## src/rtl/reg_write_queue.sv

```systemverilog
// Dual-port posted-write queue feeding a 16 x 32-bit register bank; commits up to two writes per EN cycle.
// Optional zero-latency bypass when the queue is empty: define REG_WRITE_BYPASS_EN.
module reg_write_queue #(
    parameter int DEPTH = 4
) (
    input  logic         CLK,
    input  logic         Reset,
    input  logic         EN,
    input  logic         wa_valid,
    input  logic [3:0]   wa_addr,
    input  logic [31:0]  wa_data,
    output logic         wa_ready,
    input  logic         wb_valid,
    input  logic [3:0]   wb_addr,
    input  logic [31:0]  wb_data,
    output logic         wb_ready,
    output logic [511:0] bank_D,
    output logic [15:0]  bank_hold,
    output logic [4:0]   pending
);
    localparam int PW = (DEPTH > 1) ? $clog2(DEPTH) : 1;
    localparam logic [4:0] DEPTH_C = 5'(DEPTH);

    logic [3:0]    fifo_addr_q [DEPTH];
    logic [31:0]   fifo_data_q [DEPTH];
    logic [PW-1:0] rd_ptr_q, rd_ptr_d;
    logic [PW-1:0] wr_ptr_q, wr_ptr_d;
    logic [4:0]    count_q, count_d;

    logic          a_acc, b_acc, bypass;
    logic          enq_a, enq_b;
    logic          commit0, commit1;
    logic [1:0]    enq_n, pop_n;
    logic [PW-1:0] head1_ptr, wr_slot_b;
    logic [3:0]    head0_addr, head1_addr;
    logic [31:0]   head0_data, head1_data;

    // Pointer advance modulo DEPTH, which need not be a power of two.
    function automatic logic [PW-1:0] ptr_add(input logic [PW-1:0] p, input logic [1:0] n);
        logic [5:0] s;
        s = 6'(p) + 6'(n);
        if (s >= 6'(DEPTH))
            s = s - 6'(DEPTH);
        return s[PW-1:0];
    endfunction

    assign wa_ready = !Reset && (count_q < DEPTH_C);
    assign wb_ready = !Reset && ((count_q + 5'd1) < DEPTH_C);
    assign pending  = count_q;

    always_comb begin
        a_acc  = wa_valid && wa_ready;
        b_acc  = wb_valid && wb_ready;
`ifdef REG_WRITE_BYPASS_EN
        bypass = EN && !Reset && (count_q == 5'd0);
`else
        bypass = 1'b0;
`endif
        enq_a      = a_acc && !bypass;
        enq_b      = b_acc && !bypass;
        commit0    = EN && !Reset && (count_q != 5'd0);
        commit1    = EN && !Reset && (count_q >= 5'd2);
        enq_n      = {1'b0, enq_a} + {1'b0, enq_b};
        pop_n      = {1'b0, commit0} + {1'b0, commit1};
        head1_ptr  = ptr_add(rd_ptr_q, 2'd1);
        wr_slot_b  = enq_a ? ptr_add(wr_ptr_q, 2'd1) : wr_ptr_q;
        head0_addr = fifo_addr_q[rd_ptr_q];
        head0_data = fifo_data_q[rd_ptr_q];
        head1_addr = fifo_addr_q[head1_ptr];
        head1_data = fifo_data_q[head1_ptr];
        rd_ptr_d   = ptr_add(rd_ptr_q, pop_n);
        wr_ptr_d   = ptr_add(wr_ptr_q, enq_n);
        count_d    = count_q + 5'(enq_n) - 5'(pop_n);
    end

    always_ff @(posedge CLK) begin
        if (Reset) begin
            rd_ptr_q <= '0;
            wr_ptr_q <= '0;
            count_q  <= '0;
        end else begin
            rd_ptr_q <= rd_ptr_d;
            wr_ptr_q <= wr_ptr_d;
            count_q  <= count_d;
        end
    end

    // Entry storage needs no reset: occupancy is tracked solely by count_q.
    always_ff @(posedge CLK) begin
        if (enq_a) begin
            fifo_addr_q[wr_ptr_q] <= wa_addr;
            fifo_data_q[wr_ptr_q] <= wa_data;
        end
        if (enq_b) begin
            fifo_addr_q[wr_slot_b] <= wb_addr;
            fifo_data_q[wr_slot_b] <= wb_data;
        end
    end

    // Per-register drive; priority runs youngest first so the younger write wins a collision.
    for (genvar gi = 0; gi < 16; gi++) begin : g_reg
        logic sel0, sel1, sel_a, sel_b;
        assign sel0  = commit0 && (head0_addr == 4'(gi));
        assign sel1  = commit1 && (head1_addr == 4'(gi));
        assign sel_a = bypass && a_acc && (wa_addr == 4'(gi));
        assign sel_b = bypass && b_acc && (wb_addr == 4'(gi));
        assign bank_hold[gi] = !(sel0 || sel1 || sel_a || sel_b);
        assign bank_D[32*gi +: 32] = sel_b ? wb_data :
                                     sel_a ? wa_data :
                                     sel1  ? head1_data :
                                     sel0  ? head0_data : 32'd0;
    end
endmodule

```

## config.mk

```make
export PLATFORM = sky130hd
export DESIGN_NAME = reg_write_queue
export DESIGN_NICKNAME = d
export VERILOG_FILES = /design/src/rtl/reg_write_queue.sv
export SDC_FILE = /design/constraint.sdc
export NUM_CORES = 1
export LEC_CHECK = 0
export CAP_MARGIN = 20
export CORE_AREA = 2 2 236 238
export CTS_CLUSTER_SIZE = 28
export DETAILED_ROUTE_END_ITERATION = 10
export DIE_AREA = 0 0 238 240
export GPL_TIMING_DRIVEN = 0
export SETUP_SLACK_MARGIN = 0.02
export SYNTH_ARGS = -nofsm -noshare
export SYNTH_HDL_FRONTEND = slang
export SYNTH_SLANG_ARGS = --single-unit
```

## constraint.sdc

```tcl
create_clock -name CLK -period 4.9 [get_ports CLK]
set_input_delay 0.98 -clock CLK [delete_from_list [all_inputs] [get_ports CLK]]
set_output_delay 0.98 -clock CLK [all_outputs]
set_load 0.01 [all_outputs]
```

* Yosys cells after proc, flatten, opt, wreduce, memory -nomap -nowiden
Memory sizes are Yosys's and may differ from the RTL's. A register that Yosys moved wholly into a read port is not among the register bits. Index checks and enable logic that the tools add are counted.
Storage, ports and cells: bits in writable memories 144, output and inout port bits 535, input port bits 77, register bits after elaboration 9, memories kept 2, logic and storage cells 173
Memory list:
- fifo_data_q | words 4, bits a word 32, rd ports 2, clocked after memory_dff 1, write ports 2, RTL line 25 | logic [31:0] fifo_data_q [DEPTH];
- fifo_addr_q | words 4, bits a word 4, rd ports 2, clocked after memory_dff 1, write ports 2, RTL line 24 | logic [3:0] fifo_addr_q [DEPTH];
Operators by class: multiplexer cells 43, magnitude comparators 7, eq/ne operators 30, $add $sub $neg 13, reduce and logical (&&, ||, !) cells 75
Operators by type and width (number):
- $mux 32 | 32
- $eq 4x4->1 const B | 16
- $logic_and 1x1->1 | 39
- $eq 4x3->1 const B | 8
- $logic_not 1->1 | 17
- $eq 4x2->1 const B | 4
- $logic_or 1x1->1 | 16
- $mux 2 | 7
- $ge 3x3->1 const B | 4
- $lt 5x3->1 const B | 2
- $eq 4x1->1 const B | 2
- $logic_not 4->1 | 2
- $sub 2x1->2 const B | 4
- $add 2x1->3 const B | 2
- $add 2x2->3 | 2
- $add 5x1->5 const B | 1
- $add 5x2->5 | 1
- $ge 5x2->1 const B | 1
- $reduce_bool 5->1 | 1
- $sub 5x2->5 | 1
- $add 1x1->2 | 2
- $mux 1 | 4

* Logic depth before layout (Yosys ltp)
Gate-level depths: netlist of the first run.
depth in word-level cells 8, depth in mapped cells 15, mapped depth without buffers 15

* Least setup slack after synthesis of the first run
Ideal clock, no wire load.
path kind input port to output port, from input port Reset, to output port bank_D[417], stages on the path 6, setup slack 1.316 ns, data arrival time 2.604 ns, buffers on the path 2, required time 3.920 ns, cell sequence nand2b_1 > clkbuf_1 > nor3_4 > nand4_1 > clkbuf_1 > mux2i_1
On the way: cells in the longest elaborated chain, start to end 6, elaborated cells on any way between the ends 8, classes of those cells mux: 2; reduce/logical: 6
RTL lines:
- from (decl) | RTL line 7 | input logic Reset,
- $logic_not 1->1 (*) | RTL line 61, 62
- $logic_and 1x1->1 (*) | RTL line 61, 62
- $logic_and 1x1->1 | RTL line 61 | commit0 = EN && !Reset && (count_q != 5'd0);
- $logic_and 1x1->1 | RTL line 103 | assign sel0 = commit0 && (head0_addr == 4'(gi));
- $mux 32 | RTL line 111 | sel0 ? head0_data : 32'd0;
- $mux 32 (*) | RTL line 110 | sel1 ? head1_data :
- to (decl) | RTL line 17 | output logic [511:0] bank_D,
Every way passes the cells marked *; elsewhere a longest branch is shown, timed or not.

* Worst setup path after layout of the first run
from input port EN, to output port bank_D[235]
On the way: cells in the longest elaborated chain, start to end 5, elaborated cells on any way between the ends 7, classes of those cells mux: 2; reduce/logical: 5
RTL lines:
- from (decl) | RTL line 8 | input logic EN,
- $logic_and 1x1->1 (*) | RTL line 61, 62
- $logic_and 1x1->1 | RTL line 61
- $logic_and 1x1->1 | RTL line 103
- $mux 32 | RTL line 111
- $mux 32 (*) | RTL line 110
Marked as above.

==> results of run 1 <==
layout by cell type, fill, tap and decap left out, drive strengths merged, types with 4 or more instances in the layout:
cell type and instances:
ha 16, inv 19, a21oi 7, bufinv 5
clkdlybuf4s50 609, nor2 9, clkbuf 106, edfxtp 144
o21ai 33, buf 138, and3 32, or3 5
nor3b 34, mux4 40, dfxtp 9, nor3 5
clkinv 4, nand2b 5, nand4 5, a21boi 12
nor4b 5, mux2i 545, nand3 6, nand2 551
nor2b 8, and3b 64, mux2 176, xnor2 5
final cells by class:
class                      instances  area [sq um]
antenna                            2          5.00
clock buffer                      17           425
multi-input combinational       1584         13100
tap                              704           881
timing repair buffer             631          6330
buffer                           208          1130
fill                            5212         28000
clock inverter                    14           221
sequential                       153          4510
inverter                          16          60.1
power groups by stage:
| stage | Sequential (mW) | Clock, mW | Combinational (mW) |
|---|---|---|---|
| final | 1.73 | 1.46 | 6.68 |
| after global routing | 1.74 | 1.52 | 6.95 |
| after detailed placement | 1.75 | 0 | 6.14 |
| after floorplan | 1.73 | 0 | 3.51 |
| after global placement | 1.75 | 0 | 6.05 |
| after CTS | 1.73 | 1.48 | 6.38 |
logic make-up (layout without fill, tap and decap cells):
kind of cell / count (synthesis) / in the layout / share of synthesized area
AOI/OAI and AO/OA: 57 / 57 / 0.0186
buffers and inverters: 228 / 886 / 0.0583
other: 0 / 2 / 0
adders and majority gates: 18 / 18 / 0.0133
xor gates and xnor gates: 7 / 7 / 0.00338
muxes: 761 / 761 / 0.460
and+or+nand+nor: 740 / 741 / 0.198
DFF: 153 / 153 / 0.248
per-layer routing:
metal / vias up / GRT usage
met3: 227 / 0.0525
met1: 9750 / 0.442
met5: - / 0
met4: 12 / 0.151
met2: 1117 / 0.566
li1: 8283 / -
per-stage QoR:
step	area, sq um	util	cells
after CTS	26500	0.484	3324
after detailed placement	25200	0.461	3284
after floorplan	18100	-	1964
after global placement	25100	0.460	3279
after global routing	26700	0.488	3327
final	26700	0.488	3329
repair_timing:
item / CTS / global route
pin swaps: 6 / 1
gates cloned: 0 / 1
resized for setup: 156 / 77
buffers inserted: 13 / 2
setup endpoints to repair: 518 / 223
worst max-delay path, cell delays in order:
cell	delay, ns
dlymetal6s2s_1	0.31
nor2b_4	0.35
nand3b_2	0.29
nor3_4	0.50
buf_4	0.35
mux2i_1	0.37
clkdlybuf4s50_1	0.66
flip-flops by register name (all words and copies together) (netlist names):
| register | flops |
|---|---|
| fifo_data_q | 128 |
| fifo_addr_q | 16 |
| pending | 5 |
| rd_ptr_q | 2 |
| wr_ptr_q | 2 |
worst max path at each step:
stage,start,end,slack [ns],depth (start not counted)
detailed placement,Reset,bank_D[177],-1.0,8
floorplan,Reset,bank_D[417],1.32,6
finish,EN,bank_D[235],0.09,7
CTS,Reset,bank_D[63],0.0007,8
global route,rd_ptr_q[0]$_SDFF_PP0_,bank_D[159],0.005,9
global placement,Reset,bank_D[177],-0.99,8
==> results.md, run 1 <==
- Max Clock Skew: 0.00933 ns
- Pins Over Slew Limit: 0
- Die height: 240 microns
- Initial core utilization: 0.332
- Max-cap viol count: 0
- Sequential fraction of the synthesis area: 0.248
- PD cells: approximately 370 mW/mm^2
- Crit path kind: input port to output pin
- RSZ-0062 raised after global routing: yes
- P_sw: between 4 and 5 mW
- Min-delay src: rd_ptr_q[0]$_SDFF_PP0_
- Die area: approximately 0.057 sq mm
- Die Wd: roughly 240 microns
- Htree depth: 4
- Period utilization: 0.981
- Clk sinks: 153
- RR Endpoint: fifo_data_q[0][8]$_DFFE_PP_
- Largest net degree at the start of global routing: 32
- Area contributors post-synth: mux2i_1 (30%), edfxtp_1 (24%), nand2_1 (11%)
- First-pass GRT wire length: 140000 microns
- Net Sw Frac: 0.506
- All-Layer GR Usage: 0.342
- Async S/R FF share, synth: 0
- CTS clock-pin slew for the worst setup and hold paths: around 0.06 ns
- Maximum fanout along the worst path: 10
- CTS tree: done
- Fmax: around 0.21 GHz
- R2r worst-path depth: 9
- Worst slack, placed: -0.999 ns
- Crit. End Element: output pin
- WHS: 0.623 ns
- Max VDD drop: about 0.28 mV
- Clock tree buffer depth: 2
- Clk pwr share: 0.148
- CP arrival: between 3 and 4 ns
- Setup TNS Final: 0 ns
- Clock Latency Late Sink: approximately 0.44 ns
- Top-count cell post-synth: nand2_1
- Setup violators final: 0
- Post-synth top area share: 0.301
- DR top layer: met5
- Area of the core: ~0.055 sq mm
- YS warnings: 0
- Iteration-0 DRC Markers: 2175
- CTS Root Cell: clkbuf_16
- EDFF count, synth: ~140
- Area leader, netlist: mux2i_1
- Seq cells post-synth: roughly 150
- DP HPWL: 82500 microns
- Initial antenna violation count: 7
- Mapped Cells: 1964
- Post-Synthesis Cell Area: between 0.015 and 0.02 sq mm
- Commonest cells post-synth: nand2_1 (551), mux2i_1 (545), mux2_2 (176)
- Req. time, crit path: ~3.9 ns
- Slew margin rel.: 0.366
- Status: completed
- DRC: 0
- Num CTS Buffers: 17
- Flop pwr share: 0.175
- Final hold violations: 0
- Primary FF master, synth: edfxtp_1
- CTS Hold Bufs: 0
- Vias in the first global route: roughly 19000
- Top-level port count: about 610
- CP Launch Type: input port
- Antenna-violating nets left: 0
- DR pass1 iterations: 5
- Total Power: between 9 and 10 mW
- Yosys cell types: 46
- Met2 WL: 47700 microns
- Via density: between 5 and 6
- Hold Path Class: flip-flop to flip-flop
- Hold Path Depth: 2
- Static Leak: around 12 nW
- Hold EP: rd_ptr_q[0]$_SDFF_PP0_
- Gpl congestion: between 0.9 and 1
- Worst r2r src: pending[3]$_SDFF_PP0_
- FP Rows: 86
- WL/cell: 30.8 microns
- GRT overflow: 0
- Routed via count: between 15000 and 20000
- Gate power share: 0.677
- Final worst slack: ~0.092 ns
- Layout cells sized above 1: 0.210
- Worst slew pin tran: about 0.95 ns
- Post-Syn Area per Cell: 9.23 sq um
- Layout area overhead: 47.3%
- Synth Net Count: approximately 2100
- Metal-1 WL: 41300 microns
- Total Wirelength: a little over 100000 microns
- Pint: around 5 mW
- Post-route minimum period: 4.81 ns
- Flop2flop setup slack: about 1.4 ns
- Met3 wire len: ~8100 microns
- Port buffer count: a little over 600
- Final nets: roughly 2700
Power figures use the tool's default switching activity.
==> run 2, diff against run 1 <==
--- a/config.mk
+++ b/config.mk
@@ -11,7 +11,6 @@
 export DETAILED_ROUTE_END_ITERATION = 10
 export DIE_AREA = 0 0 238 240
 export GPL_TIMING_DRIVEN = 0
-export SETUP_SLACK_MARGIN = 0.02
 export SYNTH_ARGS = -nofsm -noshare
 export SYNTH_HDL_FRONTEND = slang
 export SYNTH_SLANG_ARGS = --single-unit
==> run 2 against run 1 <==
Sequential cell count unchanged. Design area down 0.12%. Combinational power is 0.6% lower. Highest routed layer unchanged.
==> results.md, run 2 (synthesized netlist as in run 1, its figures left out) <==
- Status: completed (unchanged)
- All-Layer GR Usage: 0.342 (about the same)
- Sequence of cells on the critical path: buf_6, buf_6, mux4_2, buf_2, buf_2, nor3b_2, nand2_1, mux2i_1, clkdlybuf4s50_1 (was dlymetal6s2s_1, nor2b_4, nand3b_2, nor3_4, buf_4, mux2i_1, clkdlybuf4s50_1)
- Critical path depth: 9 (was 7)
- DP HPWL: 82500 microns (unchanged)
- Post-route minimum period: 4.83 ns (was 4.81 ns)
- Vias in the first global route: 18681 (was 18725)
- Total Wirelength: 102000 microns (about the same)
- Flop2flop setup slack: 1.36 ns (was 1.35 ns)
- First-pass GRT wire length: 141000 microns (was 140000 microns)
- Maximum fanout along the worst path: 10 (unchanged)
- CTS Root Cell: clkbuf_16 (unchanged)
- Clock tree buffer depth: 2 (unchanged)
- PD cells: 369 mW/mm^2 (was 370 mW/mm^2)
- Max reg flops: 128 (unchanged)
- CP arrival: 3.85 ns (was 3.83 ns)
- Fmax: 0.207 GHz (was 0.208 GHz)
- GRT overflow: 0 (unchanged)
- Max-cap viol count: 0 (unchanged)
- CP Launch Type: flip-flop (was input port)
- Worst r2r src: pending[3]$_SDFF_PP0_ (unchanged)
- R2r worst-path depth: 9 (unchanged)
- Area of the core: 0.0547 sq mm (unchanged)
- Initial antenna violation count: 5 (was 7)
- CTS Hold Bufs: 0 (unchanged)
- Fillers: 5219 (was 5212)
- Final hold violations: 0 (unchanged)
- Num CTS Buffers: 17 (unchanged)
- Top reg by flops: fifo_data_q (unchanged)
- CTS tree: done (unchanged)
- CP top delay family: buffers and inverters (unchanged)
- Max VDD drop: 0.278 mV (about the same)
- Most common cell after layout, fill and taps aside: clkdlybuf4s50_1 (unchanged)
- Crit path from: rd_ptr_q[0]$_SDFF_PP0_ (was EN)
- Min-delay src: rd_ptr_q[0]$_SDFF_PP0_ (unchanged)
- Max incr delay on CP: 0.68 ns (was 0.66 ns)
- Clk sinks: 153 (unchanged)
- DR pass1 iterations: 8 (was 5)
- Crit path kind: flip-flop to output pin (was input port to output pin)
- Hold Path Class: flip-flop to flip-flop (unchanged)
- Final worst slack: 0.0651 ns (was 0.0919 ns)
- Slew margin rel.: 0.371 (was 0.366)
- Initial core utilization: 0.332 (unchanged)
- Antenna-violating nets left: 0 (unchanged)
- DRC: 0 (unchanged)
- Register Area: 0.00450 sq mm (was 0.00451 sq mm)
- Via density: 5.78 (was 5.82)
- Layout area overhead: 47.1% (was 47.3%)
- CTS clock-pin slew for the worst setup and hold paths: 0.06 ns (about the same)
- Crit. End Element: output pin (unchanged)
- Top-level port count: 612 (unchanged)
- Static Leak: 11.5 nW (about the same)
- Most frequent cells in the layout: clkdlybuf4s50_1 (609), nand2_1 (548), mux2i_1 (511), mux2_2 (176), edfxtp_1 (144) (was clkdlybuf4s50_1 (609), nand2_1 (548), mux2i_1 (508), mux2_2 (176), edfxtp_1 (144))
- Period utilization: 0.987 (was 0.981)
- Layout cells sized above 1: 0.207 (was 0.210)
- Worst slack, placed: -0.999 ns (unchanged)
- Clock Latency Late Sink: 0.44 ns (about the same)
- FP Rows: 86 (unchanged)
- RR Endpoint: fifo_data_q[0][2]$_DFFE_PP_ (was fifo_data_q[0][8]$_DFFE_PP_)
- Die height: 240 microns (unchanged)
- Port buffer count: 611 (unchanged)
- Final nets: 2706 (unchanged)
- Largest net degree at the start of global routing: 32 (unchanged)
- Setup violators final: 0 (unchanged)
- RSZ-0062 raised after global routing: no (was yes)
- WL/cell: 30.7 microns (was 30.8 microns)
- Gpl congestion: 0.979 (unchanged)
- Pins Over Slew Limit: 0 (unchanged)
- CP Capture Point: bank_D[6] (was bank_D[235])
- Max Clock Skew: 0.00866 ns (was 0.00933 ns)
- Req. time, crit path: 3.92 ns (about the same)
- Htree depth: 4 (unchanged)
- Iteration-0 DRC Markers: 1944 (was 2175)
- Die Wd: 238 microns (unchanged)
- Routed via count: 19273 (was 19389)
- Worst slew pin tran: 0.943 ns (was 0.951 ns)
- Die area: 0.0571 sq mm (unchanged)
- Total buffers and inverters traversed by the critical path: 5 (was 3)
- Slowest CP cell: mux4_2 (was clkdlybuf4s50_1)
- Area occupied by multi-input gates: 0.0131 sq mm (about the same)
- WHS: 0.623 ns (about the same)
==> run 2: cell type report <==
cell class,count,share of cell area
multi-input combinational,1584,0.491
sequential,153,0.169
inverter,16,0.00225
clock buffer,17,0.0160
timing repair buffer,631,0.237
clock inverter,14,0.00830
antenna,5,0.000469
tap,704,0.0330
buffer,208,0.0423
==> run 2: where the power goes <==
part	internal [mW]	leakage, nW	switching [mW]
registers	1.63	1.38	0.0915
logic	2.32	9.83	4.32
clock network	0.905	0.308	0.556
total	4.86	11.5	4.97
==> run 2: stage by stage <==
stage | TNS (ns) | power [mW] | instance area (sq um) | std cells | util
2_1_floorplan | 0 | 5.24 | 18100 | 1964 | -
3_3_place_gp | -223.10 | 7.81 | 25100 | 3279 | 0.460
3_5_place_dp | -205.29 | 7.89 | 25200 | 3284 | 0.461
4_1_cts | -0.0295 | 9.56 | 26400 | 3326 | 0.484
5_1_grt | 0 | 10.2 | 26700 | 3327 | 0.488
6_report | 0 | 9.83 | 26700 | 3332 | 0.488
==> run 2: how the worst min path moves through the flow <==
stage | to | slack (ns) | cells past startpoint
2_1_floorplan | rd_ptr_q[0]$_SDFF_PP0_ | 0.58 | 2
6_report | rd_ptr_q[0]$_SDFF_PP0_ | 0.62 | 2
4_1_cts | rd_ptr_q[0]$_SDFF_PP0_ | 0.63 | 2
3_3_place_gp | rd_ptr_q[0]$_SDFF_PP0_ | 0.60 | 2
3_5_place_dp | rd_ptr_q[0]$_SDFF_PP0_ | 0.61 | 2
5_1_grt | rd_ptr_q[0]$_SDFF_PP0_ | 0.65 | 2
==> run 2: per-layer routing <==
layer  vias to the layer above  GRT usage  part of all wire
met5                         -          0           0.00049
met4                         8      0.150             0.050
met3                       223     0.0503             0.080
met2                      1127      0.566              0.47
met1                      9634      0.444              0.40
li1                       8281          -                 -
==> run 2: worst min-delay path, stage by stage (launching register included) <==
cell and delay, ns:
dfxtp_1 0.35, ha_1 0.13, nor2b_1 0.11
==> run 2: timing repair <==
item / CTS / global route
gates cloned: 0 / 1
gates resized for setup: 139 / 92
pin swaps: 7 / 0
setup buffers: 15 / 0
setup endpoints to repair: 514 / 240
